`src/rtl/muldiv_sequencer_pkg.sv`:
```
// rtl/muldiv_sequencer_pkg.sv - shared ALU codes, op encodings and sequencer states
package muldiv_sequencer_pkg;

   localparam int ALU_DATA_WIDTH    = 32;
   localparam int ALU_CONTROL_WIDTH = 4;

   localparam logic [ALU_CONTROL_WIDTH-1:0] ALU_ADD = 4'b0010;
   localparam logic [ALU_CONTROL_WIDTH-1:0] ALU_SUB = 4'b0110;

   typedef enum logic [1:0] {
      MD_OP_MUL   = 2'b00,
      MD_OP_MULHU = 2'b01,
      MD_OP_DIVU  = 2'b10,
      MD_OP_REMU  = 2'b11
   } md_op_t;

   typedef enum logic [1:0] {
      MD_ST_IDLE = 2'b00,
      MD_ST_MUL  = 2'b01,
      MD_ST_DIV  = 2'b10,
      MD_ST_DONE = 2'b11
   } md_state_t;

endpackage

```
`src/rtl/muldiv_sequencer.sv`:
```
// rtl/muldiv_sequencer.sv - multi-cycle unsigned mul/div controller reusing the EX-stage ALU
import muldiv_sequencer_pkg::*;

module muldiv_sequencer #(
   parameter int WIDTH = ALU_DATA_WIDTH,
   parameter int CNT_W = 6
) (
   input  logic                         clk,
   input  logic                         rst,
   input  logic                         start,
   input  logic [1:0]                   op,
   input  logic [WIDTH-1:0]             src_a,
   input  logic [WIDTH-1:0]             src_b,
   input  logic                         flush,
   output logic                         ready,
   output logic                         busy,
   output logic                         done,
   output logic [WIDTH-1:0]             result,
   output logic [WIDTH-1:0]             alu_a,
   output logic [WIDTH-1:0]             alu_b,
   output logic [ALU_CONTROL_WIDTH-1:0] alu_ctrl,
   input  logic [WIDTH-1:0]             alu_result
);

   md_state_t        state;
   md_op_t           op_q;
   logic [CNT_W-1:0] counter;

   logic [WIDTH-1:0] acc_hi;
   logic [WIDTH-1:0] mplier_lo;
   logic [WIDTH-1:0] mcand;
   logic [WIDTH-1:0] rem;
   logic [WIDTH-1:0] quo;
   logic [WIDTH-1:0] divisor;

   logic             mul_carry;
   logic [WIDTH-1:0] mul_acc_nxt;
   logic [WIDTH-1:0] mul_lo_nxt;

   logic             div_msb;
   logic [WIDTH-1:0] rem_sh;
   logic             div_ge;
   logic [WIDTH-1:0] rem_nxt;
   logic [WIDTH-1:0] quo_nxt;

   logic             last_iter;

   // ALU ports are only meaningful while busy; park them at ADD 0+0 otherwise
   always_comb begin
      alu_ctrl = ALU_ADD;
      alu_a    = '0;
      alu_b    = '0;
      case (state)
         MD_ST_MUL: begin
            alu_a = acc_hi;
            alu_b = mplier_lo[0] ? mcand : '0;
         end
         MD_ST_DIV: begin
            alu_ctrl = ALU_SUB;
            alu_a    = rem_sh;
            alu_b    = divisor;
         end
         default: ;
      endcase
   end

   // Shift-add step: the ADD carry-out is recovered by an unsigned wrap test
   assign mul_carry   = (alu_result < acc_hi);
   assign mul_acc_nxt = {mul_carry, alu_result[WIDTH-1:1]};
   assign mul_lo_nxt  = {alu_result[0], mplier_lo[WIDTH-1:1]};

   // Restoring step: div_msb covers shifted remainders that overflow WIDTH bits
   assign div_msb = rem[WIDTH-1];
   assign rem_sh  = {rem[WIDTH-2:0], quo[WIDTH-1]};
   assign div_ge  = div_msb | (rem_sh >= divisor);
   assign rem_nxt = div_ge ? alu_result : rem_sh;
   assign quo_nxt = {quo[WIDTH-2:0], div_ge};

   assign last_iter = (counter == CNT_W'(WIDTH - 1));

   always_ff @(posedge clk or posedge rst) begin
      if (rst) begin
         state     <= MD_ST_IDLE;
         op_q      <= MD_OP_MUL;
         counter   <= '0;
         acc_hi    <= '0;
         mplier_lo <= '0;
         mcand     <= '0;
         rem       <= '0;
         quo       <= '0;
         divisor   <= '0;
         ready     <= 1'b1;
         busy      <= 1'b0;
         done      <= 1'b0;
         result    <= '0;
      end else begin
         done <= 1'b0;
         if (flush) begin
            state <= MD_ST_IDLE;
            ready <= 1'b1;
            busy  <= 1'b0;
         end else begin
            case (state)
               MD_ST_IDLE, MD_ST_DONE: begin
                  if (start) begin
                     op_q      <= md_op_t'(op);
                     counter   <= '0;
                     acc_hi    <= '0;
                     mplier_lo <= src_b;
                     mcand     <= src_a;
                     rem       <= '0;
                     quo       <= src_a;
                     divisor   <= src_b;
                     if (!op[1]) begin
                        state <= MD_ST_MUL;
                        ready <= 1'b0;
                        busy  <= 1'b1;
                     end else if (src_b != '0) begin
                        state <= MD_ST_DIV;
                        ready <= 1'b0;
                        busy  <= 1'b1;
                     end else begin
                        // divide by zero resolves immediately without iterating
                        state  <= MD_ST_DONE;
                        ready  <= 1'b1;
                        busy   <= 1'b0;
                        done   <= 1'b1;
                        result <= (md_op_t'(op) == MD_OP_DIVU) ? '1 : src_a;
                     end
                  end else begin
                     state <= MD_ST_IDLE;
                     ready <= 1'b1;
                     busy  <= 1'b0;
                  end
               end
               MD_ST_MUL: begin
                  acc_hi    <= mul_acc_nxt;
                  mplier_lo <= mul_lo_nxt;
                  counter   <= counter + CNT_W'(1);
                  if (last_iter) begin
                     state  <= MD_ST_DONE;
                     ready  <= 1'b1;
                     busy   <= 1'b0;
                     done   <= 1'b1;
                     result <= (op_q == MD_OP_MUL) ? mul_lo_nxt : mul_acc_nxt;
                  end
               end
               MD_ST_DIV: begin
                  rem     <= rem_nxt;
                  quo     <= quo_nxt;
                  counter <= counter + CNT_W'(1);
                  if (last_iter) begin
                     state  <= MD_ST_DONE;
                     ready  <= 1'b1;
                     busy   <= 1'b0;
                     done   <= 1'b1;
                     result <= (op_q == MD_OP_DIVU) ? quo_nxt : rem_nxt;
                  end
               end
               default: begin
                  state <= MD_ST_IDLE;
                  ready <= 1'b1;
                  busy  <= 1'b0;
               end
            endcase
         end
      end
   end

endmodule

```
`config.mk`:
```
export PLATFORM = sky130hd
export DESIGN_NAME = muldiv_sequencer
export DESIGN_NICKNAME = d
export VERILOG_FILES = /design/src/rtl/muldiv_sequencer_pkg.sv /design/src/rtl/muldiv_sequencer.sv
export SDC_FILE = /design/constraint.sdc
export NUM_CORES = 1
export LEC_CHECK = 0
export ABC_AREA = 1
export CAP_MARGIN = 0
export CELL_PAD_IN_SITES_DETAIL_PLACEMENT = 1
export CELL_PAD_IN_SITES_GLOBAL_PLACEMENT = 2
export CORE_AREA = 2 2 219 221
export CTS_CLUSTER_DIAMETER = 60
export DETAILED_ROUTE_END_ITERATION = 7
export DIE_AREA = 0 0 221 223
export PLACE_DENSITY_LB_ADDON = 0.1
export SYNTH_ARGS = -nofsm -noshare
export SYNTH_HDL_FRONTEND = slang
export SYNTH_SLANG_ARGS = --single-unit
```
`constraint.sdc`:
```
create_clock -name clk -period 9.8 [get_ports clk]
set_clock_uncertainty 0.1 [all_clocks]
set_input_delay 1.96 -clock clk [delete_from_list [all_inputs] [get_ports clk]]
set_output_delay 1.96 -clock clk [all_outputs]
set_load 0.005 [all_outputs]
```
# ---- Yosys cells after proc, flatten, opt, wreduce, memory -nomap -nowiden
# Cells that the tools add are included.
dict set report word_totals {
  reg_bits 237
  in_bits 102
  out_inout_bits 103
  word_cells 87
}
dict set report op_classes {
  addsub 1
  magnitude_cmp 2
  eq_ne 12
  n_mux 45
  n_bitwise 2
  reduce_logical 12
}
# cell count
set op_table {}
lappend op_table {{$mux 32} 13}
lappend op_table {{$pmux 32 s2} 6}
lappend op_table {{$pmux 32 s3} 1}
lappend op_table {{$ge 32x32->1} 1}
lappend op_table {{$lt 32x32->1} 1}
lappend op_table {{$reduce_bool 32->1} 1}
lappend op_table {{$mux 1} 14}
lappend op_table {{$pmux 6 s2} 1}
lappend op_table {{$ne 2x2->1 const B} 5}
lappend op_table {{$reduce_and 3->1} 3}
lappend op_table {{$eq 2x2->1 const B} 4}
lappend op_table {{$mux 2} 4}
lappend op_table {{$add 6x1->6 const B} 1}
lappend op_table {{$eq 6x5->1 const B} 1}
lappend op_table {{$mux 6} 1}
lappend op_table {{$pmux 1 s2} 3}
lappend op_table {{$reduce_and 6->1} 1}
lappend op_table {{$logic_not 2->1} 2}
lappend op_table {{$pmux 2 s2} 1}
lappend op_table {{$reduce_bool 2->1} 2}
lappend op_table {{$reduce_or 2->1} 2}
lappend op_table {{$mux 3} 1}
lappend op_table {{$ne 3x1->1 const B} 1}
lappend op_table {{$eq 2x1->1 const B} 1}
lappend op_table {{other kinds (3)} 3}

# ---- Longest topological paths before layout
# Gate-level depths: netlist (run 1).
dict set report depth {
  word_depth 6
  mapped_depth 20
  depth_no_buf 19
}

# ---- Least setup slack after synthesis (run 1)
# Ideal clock, no wire load.
dict set report synth_timing {
  path_type {register to output}
  start {register state[0]}
  end {output alu_a[10]}
  arrival_time_ps 1644
  required_time_ps 7740
  setup_slack_ps 6096
  path_stages_with_launch 9
  cell_sequence {dfrtp_1 > inv_1 > ha_1 > buf_2 > clkbuf_1 > buf_2 > buf_2 > nand2_1 > a21oi_1}
}
dict set report synth_between {
  elab_chain_len 2
  elab_cells_between_ends 3
}
# element line
set synth_lines {}
lappend synth_lines {{from (decl)} muldiv_sequencer.sv:25} ;# md_state_t state;
lappend synth_lines {{from (signal assigned)} muldiv_sequencer.sv:83} ;# state <= MD_ST_IDLE;
lappend synth_lines {{from (signal assigned)} muldiv_sequencer.sv:99} ;# state <= MD_ST_IDLE;
lappend synth_lines {{from (signal assigned)} muldiv_sequencer.sv:115} ;# state <= MD_ST_MUL;
lappend synth_lines {{$eq 2x2->1 or $eq 2x1->1 (tied branches)} muldiv_sequencer.sv:53} ;# case (state)
lappend synth_lines {{$pmux 32 s2 (*)} muldiv_sequencer.sv:53}
lappend synth_lines {{to (decl)} muldiv_sequencer.sv:19} ;# output logic [WIDTH-1:0] alu_a,
# Every way passes the cells marked *; elsewhere a longest branch is shown, timed or not.

# ---- Worst setup path after layout (run 1)
dict set report layout_timing {
  start {register state[1]}
  end {output alu_a[17]}
}
# Same word-level chain as after synthesis.

==> results of run 1 <==
-- sequential cells by signal (all words and copies together), names as in the netlist, 2 cells and up --
name and flops:
acc_hi 32, counter 6, divisor 32, mcand 32, mplier_lo 32, op_q 2, quo 32, rem 32
result 32, state 2
-- area by class of cell --
class                   count  area [µm²]
clock buffers              54        1070
clock inverters            10       163.9
fillers                  5770       29180
inverters                 192       728.2
multi-input cells        1436        7164
flip-flops and latches    237        5932
well taps                 615       769.5
repair buffers            216        2137
-- power groups by stage --
stage	Sequential, W	Combinational (W)	Clock, W
floorplan	0.00157	0.00171	0
global placement	0.00166	0.00274	0
detailed placement	0.00167	0.00280	0
CTS	0.00165	0.00282	0.00141
global route	0.00170	0.00310	0.00145
finish	0.00165	0.00275	0.00137
-- kinds of logic (layout without fill, tap and decap cells) --
| kind of cell | Yosys count | in the layout | share of synthesized area (%) |
|---|---|---|---|
| AOI/OAI and AO/OA | 449 | 449 | 16.82 |
| adders and majority gates | 66 | 66 | 5.747 |
| buffers and inverters | 326 | 472 | 9.187 |
| DFF | 237 | 237 | 41.28 |
| other | 2 | 3 | 0.05227 |
| and+or+nand+nor | 918 | 918 | 26.91 |
-- worst register-to-register path, delay by kind of cell, from the launching register on --
family                     cells  cell delay [ns]
AOI/OAI and AO/OA              1             0.17
adders and majority gates      1             0.89
buffers and inverters          4             1.24
DFF                            1             0.39
and+or+nand+nor                4             0.73
-- placed cells by master (no fill, tap or decap), types with 3 or more instances in the layout --
cell type,n
clkbuf_8,8
nor2_1,111
conb_1,3
bufinv_16,4
nor2_8,3
o21ai_1,33
buf_4,14
nand2_1,579
o22ai_1,3
nor2_2,3
clkbuf_1,9
o21ai_0,237
o21a_1,5
dfrtp_1,236
inv_2,4
inv_1,186
o211ai_1,33
nand3_1,136
nand4_1,6
nor3_1,32
clkdlybuf4s50_1,201
clkbuf_16,37
a21oi_1,97
nor4_1,10
ha_1,64
a31oi_1,32
and2_1,32
-- Yosys cell counts, types with 33 or more instances --
cell type,n,share of area [%]
ha_1,66,5.7
o21ai_0,237,8.3
a21oi_1,97,3.4
inv_1,187,4.9
clkbuf_1,83,2.2
o21ai_1,33,1.1
o211ai_1,33,1.7
nand2_1,579,15
nor2_1,113,3.0
dfrtp_1,236,41
nand3_1,136,4.7
-- worst max-delay path by stage --
stage / end / start / slack (ns)
2_1_floorplan: acc_hi[0] / rst / 1.24
3_3_place_gp: mplier_lo[20] / flush / 5.06
3_5_place_dp: mplier_lo[5] / flush / 4.89
4_1_cts: alu_a[17] / state[1] / 4.49
5_1_grt: alu_a[17] / state[1] / 4.36
6_report: alu_a[17] / state[1] / 4.58
-- routing by layer --
layer  wire length, µm  track usage [%]
met1             25100            29.32
met2             30890            43.82
met3              1789            3.424
met4              1745            7.339
met5                 0                0
-- through the flow --
step	cell area (µm²)	instances	hold WS, ns
floorplan	14370	1999	0.3415
finish	17960	2760	0.3703
CTS	17960	2760	0.3710
global route	17960	2760	0.3964
global placement	16730	2696	0.3535
detailed placement	16730	2696	0.3579
==> flow_summary.json, run 1 <==
{
  "endpoint_kind": "primary output",
  "detail-route-antenna-nets": 0,
  "synth-edff-count": 0,
  "drive_above_1_share_pct": 4.289,
  "min_from": "mcand[7]",
  "r2r-start": "state[0]",
  "critPathTopFamily": "buffers and inverters",
  "post_cts_buffers": 0,
  "dieArea_mm2": 0.04928,
  "cts.sinks": 237,
  "hold_path.class": "reg -> reg",
  "drc": 0,
  "place_hpwl_um": 41590,
  "outcome": "completed",
  "start_kind": "register",
  "cpMaxStageDelayCell": "buf_4",
  "p_leak_nw": 8.081,
  "holdPathEnd": "mcand[7]",
  "path_clk_slew_ns": 0.06,
  "p_sw_w": 0.002673,
  "r2r-end": "rem[31]",
  "start_util_pct": 30.48,
  "cp.depth": 6,
  "gr-usage-all-layers_pct": 24.08,
  "power_frac_seq_pct": 28.6,
  "synthesis.instances": 1998,
  "final_nets": 2287,
  "p_comb_share_pct": 47.6,
  "syn_area_mm2": 0.01437,
  "grt_pass1_wl_um": 90900,
  "post_drt_wl_per_cell_um": 21.57,
  "ys_seq_area_share_pct": 41.28,
  "setup_viol": 0,
  "yosys_warnings": 0,
  "dieWidth_um": 221,
  "die_h_um": 223,
  "synth_area_per_cell_um2": 7.192,
  "io_pins": 205,
  "critPathBufInv": 3,
  "rows": 80,
  "drv_cap": 0,
  "slowest_delay_ns": 0.68,
  "drtIter0Drc": 841,
  "cts-hold-fix-buffers": 0,
  "p_int_w": 0.003101,
  "cts_root_buf": "clkbuf_16",
  "worst_slew_pin_slew_ns": 1.246,
  "fin_ws_ns": 4.577,
  "cts_max_path_buffers": 3,
  "preCtsSetupSlack_ns": 4.889,
  "slew_headroom_pct": 16.94,
  "whs_path_depth": 2,
  "gp_congestion": 0.8338,
  "totalPowerFinal_w": 0.005774,
  "rrSetupSlack_ns": 6.17,
  "max_freq_mhz": 191.4,
  "arrival_ns": 3.16,
  "clockPowerShare_pct": 23.8,
  "vias": 14140,
  "fin_util_pct": 38.11,
  "wirelength_um": 59520,
  "grt-ovfl-total": 0,
  "ys_async_sr_fraction_pct": 100.0,
  "hold_violations": 0,
  "postCtsResizedCells": 0,
  "cts_htree_levels": 2,
  "grt_antenna_before_repair": 0,
  "synth_cell_types": 39,
  "grt_max_degree": 146,
  "path_cells": "inv_1 -> ha_4 -> buf_4 -> nand2_1 -> a21oi_1 -> clkdlybuf4s50_1",
  "fin_setup_tns_ns": 0,
  "clk_latency_ns": 0.56,
  "crit_fanout": 71,
  "worstPathRequired_ns": 7.74,
  "swShare_pct": 46.29,
  "grt_pass1_vias": 14600,
  "core_area_mm2": 0.04715,
  "slew_violations": 0,
  "min_period_ns": 5.223,
  "numCtsBuffers": 36,
  "synth_top_flop_cell": "dfrtp_1",
  "powerDensity_mw_per_mm2": 321.4,
  "ir_worst_vdd_v": 0.0002554,
  "drt-vias-per-instance": 5.122,
  "io_buffers": 201,
  "n_antenna_cell": 0,
  "period_share_pct": 53.30,
  "rsz0062_at_grt": "no",
  "ys_ff_latch": 237,
  "syn2layout_area_growth_pct": 25.03,
  "cts_tree": "built",
  "dr.pass1.iters": 5,
  "crit_type": "reg -> out",
  "rr_worst_depth": 10
}
(Power assumes the default switching activity.)
==> run 2, diff against run 1 <==
--- a/config.mk
+++ b/config.mk
@@ -9,10 +9,10 @@
 export CAP_MARGIN = 0
 export CELL_PAD_IN_SITES_DETAIL_PLACEMENT = 1
 export CELL_PAD_IN_SITES_GLOBAL_PLACEMENT = 2
-export CORE_AREA = 2 2 219 221
+export CORE_AREA = 2 2 230 232
 export CTS_CLUSTER_DIAMETER = 60
 export DETAILED_ROUTE_END_ITERATION = 7
-export DIE_AREA = 0 0 221 223
+export DIE_AREA = 0 0 232 234
 export PLACE_DENSITY_LB_ADDON = 0.1
 export SYNTH_ARGS = -nofsm -noshare
 export SYNTH_HDL_FRONTEND = slang
==> constraint.sdc (replaced) <==
create_clock -name clk -period 4.3 [get_ports clk]
set_clock_uncertainty 0.1 [all_clocks]
set_input_delay 0.86 -clock clk [delete_from_list [all_inputs] [get_ports clk]]
set_output_delay 0.86 -clock clk [all_outputs]
set_load 0.005 [all_outputs]
==> flow_summary.json, run 2 (synthesis results as in run 1) <==
{
  "dr.pass1.iters": 5,
  "crit_fanout": 49,
  "power_frac_seq_pct": 28.5,
  "dieWidth_um": 232,
  "worst_slew_pin_slew_ns": 0.9927,
  "final_nets": 2310,
  "holdPathEnd": "mcand[18]",
  "p_leak_nw": 8.171,
  "arrival_ns": 2.85,
  "gp_congestion": 0.8168,
  "endpoint_kind": "primary output",
  "drc": 0,
  "clk_latency_ns": 0.55,
  "gr-usage-all-layers_pct": 23.23,
  "n_antenna_cell": 0,
  "p_comb_share_pct": 49.2,
  "drtIter0Drc": 802,
  "r2r-start": "state[1]",
  "layout_commonest_cell": "nand2_1",
  "grt_pass1_vias": 14900,
  "start_kind": "register",
  "grt_pass1_wl_um": 94430,
  "die_h_um": 234,
  "max_freq_mhz": 262.7,
  "min_period_ns": 3.807,
  "whs_path_depth": 2,
  "r2r-end": "rem[31]",
  "hold_path.class": "reg -> reg",
  "wirelength_um": 62640,
  "swShare_pct": 46.93,
  "dieArea_mm2": 0.05429,
  "instances_no_fill": 2854,
  "path_clk_slew_ns": 0.06,
  "place_hpwl_um": 45410,
  "cts_max_path_buffers": 3,
  "drv_cap": 0,
  "cts_tree": "built",
  "rr_worst_depth": 8,
  "post_cts_buffers": 0,
  "period_share_pct": 88.52,
  "drt-vias-per-instance": 4.985,
  "drive_above_1_share_pct": 5.125,
  "io_buffers": 201,
  "clockPowerShare_pct": 22.4,
  "slew_headroom_pct": 33.41,
  "crit_type": "reg -> out",
  "slew_violations": 0,
  "fin_setup_tns_ns": 0,
  "detail-route-antenna-nets": 0,
  "fin_ws_ns": 0.4935,
  "ir_worst_vdd_v": 0.0005899,
  "syn2layout_area_growth_pct": 26.81,
  "grt_antenna_before_repair": 0,
  "preCtsSetupSlack_ns": 0.8469,
  "outcome": "completed",
  "io_pins": 205,
  "setup_viol": 0,
  "cts.sinks": 237,
  "final_cell_mix": "579 x nand2_1, 237 x o21ai_0, 236 x dfrtp_1",
  "worstPathRequired_ns": 3.34,
  "core_area_mm2": 0.05202,
  "cts-hold-fix-buffers": 0,
  "min_from": "mcand[18]",
  "vias": 14230,
  "p_sw_w": 0.006265,
  "p_int_w": 0.007083,
  "powerDensity_mw_per_mm2": 732.5,
  "cts_root_buf": "clkbuf_16",
  "rows": 84,
  "post_drt_wl_per_cell_um": 21.95,
  "place_inst": 2793,
  "numCtsBuffers": 35,
  "cts_htree_levels": 2,
  "postCtsResizedCells": 0,
  "grt_max_degree": 102,
  "fillers": 6318,
  "start_util_pct": 27.62,
  "totalPowerFinal_w": 0.01335,
  "hold_violations": 0,
  "rsz0062_at_grt": "no",
  "rrSetupSlack_ns": 1.22,
  "grt-ovfl-total": 0
}
-- run 2: cell types whose count changed in the layout (fill, tap and decap cells not counted) --
| cell | before | now |
|---|---|---|
| buf_12 | 1 | 6 |
| buf_4 | 14 | 33 |
| bufinv_16 | 4 | 3 |
| clkbuf_1 | 9 | 11 |
| clkbuf_8 | 8 | 5 |
| clkinvlp_4 | 1 | 3 |
| inv_6 | 2 | 0 |
| inv_8 | 1 | 0 |
-- run 2: area by class of cell --
| class | count | area [µm²] | area share (%) |
|---|---|---|---|
| Inverter | 192 | 724.4 | 3.976 |
| Clock buffer | 53 | 1036 | 5.686 |
| Timing Repair Buffer | 240 | 2380 | 13.06 |
| Multi-Input combinational cell | 1436 | 7164 | 39.32 |
| Clock inverter | 8 | 123.9 | 0.6798 |
| Tap cell | 688 | 860.8 | 4.724 |
| Sequential cell | 237 | 5932 | 32.56 |
-- run 2: how the worst max path moves through the flow --
stage	slack, ns	cells after the start	startpoint	endpoint
after global routing	0.34	6	state[1]	alu_b[14]
after CTS	0.41	6	state[1]	alu_a[29]
after detailed placement	0.85	9	src_b[28]	result[27]
after floorplan	0.23	1	rst	acc_hi[0]
final	0.49	6	state[1]	alu_a[29]
after global placement	0.92	9	src_b[28]	result[29]
-- run 2: power groups by stage --
stage	sequential (W)	combinational (W)	clock, W
after detailed placement	0.00383	0.00670	0
final	0.00380	0.00656	0.00298
after global placement	0.00382	0.00662	0
after floorplan	0.00358	0.00390	0
after global routing	0.00391	0.00743	0.00314
after CTS	0.00381	0.00674	0.00307
-- run 2: per-stage QoR --
step,hold WS [ns],instance area (µm²),util [%]
floorplan,0.3415,14380,-
global placement,0.3524,17060,32.79
detailed placement,0.3580,17060,32.79
CTS,0.3723,18220,35.02
global route,0.3974,18220,35.02
finish,0.3685,18220,35.02
-- run 2: metal layers --
metal	share of wire (%)	GRT usage, %	vias to the layer above	routed length (µm)
met5	0	0	-	0
met4	3.6	7.953	0	2224
met3	4.1	3.915	89	2582
met2	50	41.05	283	31170
met1	43	28.57	7047	26660
li1	-	-	6809	-
-- run 2: worst max-delay path: stages, from the launching register on --
cell and delay [ns]:
dfrtp_1 0.42, inv_1 0.11, ha_4 0.64, buf_12 0.26
nand2_1 0.07, a21oi_1 0.21, clkdlybuf4s50_1 0.55
